### config.mk
export PLATFORM = sky130hd
export DESIGN_NAME = nts_engine_scheduler
export DESIGN_NICKNAME = d
export VERILOG_FILES = /design/src/rtl/nts_engine_scheduler_pkg.sv /design/src/rtl/nts_rr_pick.sv /design/src/rtl/nts_engine_scheduler.sv
export SDC_FILE = /design/constraint.sdc
export NUM_CORES = 1
export LEC_CHECK = 0
export CAP_MARGIN = 10
export CORE_MARGIN = 2
export CORE_UTILIZATION = 30
export DETAILED_ROUTE_END_ITERATION = 8
export MAX_ROUTING_LAYER = met4
export PLACE_DENSITY_LB_ADDON = 0.2
export SLEW_MARGIN = 10
export SYNTH_ARGS = -nofsm -noshare
export SYNTH_HDL_FRONTEND = slang
export SYNTH_SLANG_ARGS = --single-unit
### constraint.sdc
create_clock -name i_clk -period 3.3 [get_ports i_clk]
set_clock_uncertainty 0.05 [all_clocks]
set_input_delay 0.495 -clock i_clk [delete_from_list [all_inputs] [get_ports i_clk]]
set_output_delay 0.495 -clock i_clk [all_outputs]
set_load 0.05 [all_outputs]
### src/rtl/nts_engine_scheduler_pkg.sv
// Shared types and constants for the nts_engine scheduler.
package nts_engine_scheduler_pkg;

  localparam int unsigned DATA_W             = 64;
  localparam int unsigned DV_W               = 8;
  localparam int unsigned WD_W               = 16;
  localparam int unsigned TIMEOUT_CYCLES_DEF = 4000;

  typedef enum logic [1:0] {
    IDLE       = 2'd0,
    GRANT      = 2'd1,
    RELEASE    = 2'd2,
    WAIT_CLEAR = 2'd3
  } sched_state_e;

endpackage

### src/rtl/nts_rr_pick.sv
// Combinational round-robin picker: first set bit of idle at or above ptr, wrapping.
module nts_rr_pick #(
  parameter int unsigned N     = 4,
  parameter int unsigned IDX_W = 2
) (
  input  logic [N-1:0]     idle,
  input  logic [IDX_W-1:0] ptr,
  output logic             found_c,
  output logic [IDX_W-1:0] idx_c
);

  int unsigned cand;

  always_comb begin
    found_c = 1'b0;
    idx_c   = '0;
    cand    = 0;
    for (int unsigned i = 0; i < N; i++) begin
      cand = (32'(ptr) + i) % N;
      if (!found_c && idle[cand]) begin
        found_c = 1'b1;
        idx_c   = IDX_W'(cand);
      end
    end
  end

endmodule

### src/rtl/nts_engine_scheduler.sv
// Shares one dispatcher RX FIFO among NUM_ENGINES engines with a grant watchdog.
// Optional packet/timeout counters: define NTS_ENGINE_SCHEDULER_STATS_EN.
module nts_engine_scheduler
  import nts_engine_scheduler_pkg::*;
#(
  parameter int unsigned NUM_ENGINES    = 4,
  parameter int unsigned ENGINE_W       = 2,
  parameter int unsigned TIMEOUT_CYCLES = TIMEOUT_CYCLES_DEF
) (
  input  logic                   i_clk,
  input  logic                   i_areset_n,
  input  logic                   i_dispatch_packet_available,
  output logic                   o_dispatch_packet_read_discard,
  input  logic [DV_W-1:0]        i_dispatch_data_valid,
  input  logic                   i_dispatch_fifo_empty,
  output logic                   o_dispatch_fifo_rd_en,
  input  logic [DATA_W-1:0]      i_dispatch_fifo_rd_data,
  input  logic [NUM_ENGINES-1:0] i_engine_busy,
  output logic [NUM_ENGINES-1:0] o_engine_packet_available,
  input  logic [NUM_ENGINES-1:0] i_engine_packet_read_discard,
  output logic [DV_W-1:0]        o_engine_data_valid,
  output logic [NUM_ENGINES-1:0] o_engine_fifo_empty,
  input  logic [NUM_ENGINES-1:0] i_engine_fifo_rd_en,
  output logic [DATA_W-1:0]      o_engine_fifo_rd_data,
  output logic                   o_grant_valid,
  output logic [ENGINE_W-1:0]    o_grant_engine,
`ifdef NTS_ENGINE_SCHEDULER_STATS_EN
  output logic [31:0]            o_stat_packets,
  output logic [31:0]            o_stat_timeouts,
`endif
  output logic                   o_timeout
);

  sched_state_e           state_q, state_d;
  logic [ENGINE_W-1:0]    grant_q, grant_d;
  logic [ENGINE_W-1:0]    rr_ptr_q, rr_ptr_d;
  logic [WD_W-1:0]        wd_q, wd_d;
  logic                   timeout_q, timeout_d;
  logic [NUM_ENGINES-1:0] avail_q, avail_d;
  logic                   discard_q, discard_d;
  logic                   gvalid_q, gvalid_d;
  logic                   pick_found_c;
  logic [ENGINE_W-1:0]    pick_idx_c;
  logic [NUM_ENGINES-1:0] empty_c;
  logic                   rd_en_c;

  nts_rr_pick #(
    .N     (NUM_ENGINES),
    .IDX_W (ENGINE_W)
  ) u_rr_pick (
    .idle    (~i_engine_busy),
    .ptr     (rr_ptr_q),
    .found_c (pick_found_c),
    .idx_c   (pick_idx_c)
  );

  // Next-state logic; outputs are registered from the next-state view.
  always_comb begin
    state_d   = state_q;
    grant_d   = grant_q;
    rr_ptr_d  = rr_ptr_q;
    wd_d      = wd_q;
    timeout_d = 1'b0;
    case (state_q)
      IDLE: begin
        if (i_dispatch_packet_available && !i_dispatch_fifo_empty && pick_found_c) begin
          grant_d  = pick_idx_c;
          rr_ptr_d = (32'(pick_idx_c) == NUM_ENGINES - 1) ? '0 : pick_idx_c + ENGINE_W'(1);
          wd_d     = '0;
          state_d  = GRANT;
        end
      end
      GRANT: begin
        wd_d = wd_q + WD_W'(1);
        if (i_engine_packet_read_discard[grant_q]) begin
          state_d = RELEASE;
        end else if (wd_q == WD_W'(TIMEOUT_CYCLES - 1)) begin
          timeout_d = 1'b1;
          state_d   = RELEASE;
        end
      end
      RELEASE: state_d = WAIT_CLEAR;
      WAIT_CLEAR: begin
        // Hold off until the dispatcher drops the released packet.
        if (!i_dispatch_packet_available) state_d = IDLE;
      end
      default: state_d = IDLE;
    endcase

    avail_d   = (state_d == GRANT) ? (NUM_ENGINES'(1) << grant_d) : '0;
    discard_d = (state_d == RELEASE);
    gvalid_d  = (state_d == GRANT) || (state_d == RELEASE);
  end

  always_ff @(posedge i_clk or negedge i_areset_n) begin
    if (!i_areset_n) begin
      state_q   <= IDLE;
      grant_q   <= '0;
      rr_ptr_q  <= '0;
      wd_q      <= '0;
      timeout_q <= 1'b0;
      avail_q   <= '0;
      discard_q <= 1'b0;
      gvalid_q  <= 1'b0;
    end else begin
      state_q   <= state_d;
      grant_q   <= grant_d;
      rr_ptr_q  <= rr_ptr_d;
      wd_q      <= wd_d;
      timeout_q <= timeout_d;
      avail_q   <= avail_d;
      discard_q <= discard_d;
      gvalid_q  <= gvalid_d;
    end
  end

  // FIFO read/empty path must track the live FIFO, so it bypasses the flops.
  always_comb begin
    empty_c = '1;
    rd_en_c = 1'b0;
    if (state_q == GRANT) begin
      empty_c[grant_q] = i_dispatch_fifo_empty;
      rd_en_c          = i_engine_fifo_rd_en[grant_q];
    end
  end

`ifdef NTS_ENGINE_SCHEDULER_STATS_EN
  logic [31:0] stat_pkt_q, stat_pkt_d;
  logic [31:0] stat_to_q, stat_to_d;

  always_comb begin
    stat_pkt_d = stat_pkt_q;
    stat_to_d  = stat_to_q;
    if (state_q == GRANT && state_d == RELEASE) stat_pkt_d = stat_pkt_q + 32'd1;
    if (timeout_d)                              stat_to_d  = stat_to_q + 32'd1;
  end

  always_ff @(posedge i_clk or negedge i_areset_n) begin
    if (!i_areset_n) begin
      stat_pkt_q <= '0;
      stat_to_q  <= '0;
    end else begin
      stat_pkt_q <= stat_pkt_d;
      stat_to_q  <= stat_to_d;
    end
  end

  assign o_stat_packets  = stat_pkt_q;
  assign o_stat_timeouts = stat_to_q;
`endif

  assign o_dispatch_packet_read_discard = discard_q;
  assign o_dispatch_fifo_rd_en          = rd_en_c;
  assign o_engine_packet_available      = avail_q;
  assign o_engine_data_valid            = i_dispatch_data_valid;
  assign o_engine_fifo_empty            = empty_c;
  assign o_engine_fifo_rd_data          = i_dispatch_fifo_rd_data;
  assign o_grant_valid                  = gvalid_q;
  assign o_grant_engine                 = grant_q;
  assign o_timeout                      = timeout_q;

endmodule

==> results.ini <==
[power]
leakagePower_uw=0.000847
vdd_ir_drop_max_mv=0.317
power_uw=1650
cellPowerDensity_mw_per_mm2=784

[setup_path]
cp.required_ns=2.75
worstPathArrival_ns=2.21
cp-start-kind=primary input
startpoint=i_engine_fifo_rd_en[3]
regToRegSetupSlack_ns=1.08
critPathCaptureType=output port
r2r-start=o_grant_engine[0]
crit_type=in2out
crit_fanout=1

[grt]
grt_max_degree=30
grt_overflow_total=0
grt_pass1_vias=1379
grtUsageTotal=0.127
antenna_found_initial=0
grt_pass1_wl_mm=7.29

[clock_tree]
clk_path_buf_depth=2
clkSinkCount=29
cts_buffers=5
cts_hold_buf=0
cts.repair.resized=0
clock-root-buffer=clkbuf_8
clk_pin_slew_ns=0.06
htreeDepth=2
clock_latency_ns=0.28
cts_tree=yes
post_cts_buffers=0

[flow_run]
drv_cap=0

[synth]
ys_seq_area_frac=0.337
synth_area_sq_mm=0.00216
syn_nets=330
syn_inst=239
syn_avg_cell_area_sq_um=9.02
netlist.area_leader.share=0.337
yosys-top-cells-area=dfrtp_1 34%, buf_4 25%, o21ai_0 3.3%, nand4_1 2.6%, nor2_1 2.6%
async_reset_ff_frac=1.00
ys_warn_count=0
synth_edf_count=0
yosysTopAreaCell=dfrtp_1
yosysUniqueCellTypes=47
synth_ff_type=dfrtp_1
ys_seq_elements=29

[placement]
dp_hpwl_mm=3.39
io_buffers=29
place_area_sq_mm=0.00202
place.gp.congestion=0.782
pre_cts_ws_ns=0.525

[timing]
slew_headroom=0.522
finalHoldWorstSlack_ns=0.460
worst_pin_slew_ns=0.717
setup_slack_ns=0.541
fmax_ghz=0.362
maxSlewViolCount=0
period_needed_ns=2.76
finalSetupViolations=0
fin_crit_sh=0.836
rsz0062_at_grt=no
fin_setup_tns_ns=0
finalHoldViolations=0

[detailed_routing]
route.vias.total=1463
first_iter_violations=74
wl_per_cell_um=15.4
drc=0
routed_wl_mm=4.56
drt-met1-wl_mm=2.00
routed-wl-met2_mm=2.08
drt_pass1_iterations=4
viasPerCell=4.94
dr.max_layer_used=met4
met3WireLength_um=353
ant_nets=0

[layout]
area_growth_pct=-2.21
mostFrequentLayoutCells=29 x clkdlybuf4s50_1, 29 x dfrtp_1, 15 x nor2_1
finalNetCount=291
postLayoutCellArea_sq_mm=0.00211
drive_gt1_frac=0.100
n_antenna_cell=0

[status]
status=finished, final reports clean

[floorplan]
core_area_sq_mm=0.00687
die_y_um=88.8
die_area_sq_mm=0.00788
fp-row-count=30
start_util=0.314
die_x_um=88.8
io_pins=174

[worst_hold_path]
hold_class=reg2reg
hp-start=wd_q[15]

==> state kept, by name (all words and copies together), names as in the netlist <==
register	cells
o_timeout	1
wd_q	16
o_grant_valid	1
rr_ptr_q	2
o_grant_engine	2
o_dispatch_packet_read_discard	1
state_q	2
o_engine_packet_available	4
==> logic make-up (layout without fill, tap and decap cells) <==
family,count (synthesis),after routing,share of synthesized area
buffers and inverters,85,46,0.275
and+or+nand+nor,70,70,0.180
AOI/OAI and AO/OA,45,45,0.149
DFF,29,29,0.337
xor gates and xnor gates,4,4,0.0163
adders and majority gates,3,3,0.0174
muxes,3,3,0.0255
==> where the power goes <==
group | leakage (uW) | internal (uW) | switching (uW)
registers | 0.000384 | 457 | 123
clock network | 0.0000443 | 165 | 134
logic | 0.000419 | 301 | 473
total | 0.000847 | 923 | 729
==> layer usage <==
layer  up-vias  global-route usage
li1        699                   -
met1       683               0.153
met2        60               0.185
met3        21              0.0382
met4         0              0.0771
met5         -                   -
==> synthesized netlist by cell type (3+ instances only) <==
library cell	instances
nor2_1	15
buf_2	3
nor4_1	4
nand3_1	4
o21ai_0	14
a221o_1	3
a31oi_1	3
nand2_1	14
nand4_1	9
clkbuf_1	3
dfrtp_1	29
buf_4	72
and4_1	4
ha_1	3
inv_1	7
a21oi_1	9
nand2b_1	3
and3_1	3
==> metrics by stage <==
step                      instances  utilization
after floorplan                 239            -
after global placement          289        0.294
after detailed placement        289        0.294
after CTS                       296        0.307
after global routing            296        0.307
final                           296        0.307
==> final cells by class <==
class                   count  area (sq um)
repair buffers             32           313
clock buffers               7          86.3
well taps                  96           120
multi-input cells         125           837
fillers                   709          4760
inverters                   7          26.3
flip-flops and latches     29           726
==> worst max-delay path, stage by stage <==
cell and delay (ns):
clkdlybuf4s50_1 0.41, mux4_2 0.45, and2_1 0.16, clkdlybuf4s50_1 0.69
==> worst paths after layout <==
path	cells past startpoint	endpoint
worst max register to register	6	o_engine_packet_available[0]
worst max-delay path	4	o_dispatch_fifo_rd_en
worst min register to register	1	wd_q[15]
min in group asynchronous	2	state_q[1]
max in group asynchronous	2	wd_q[3]
worst min-delay path	1	wd_q[15]
No activity file was read; power rests on OpenSTA's default activity.
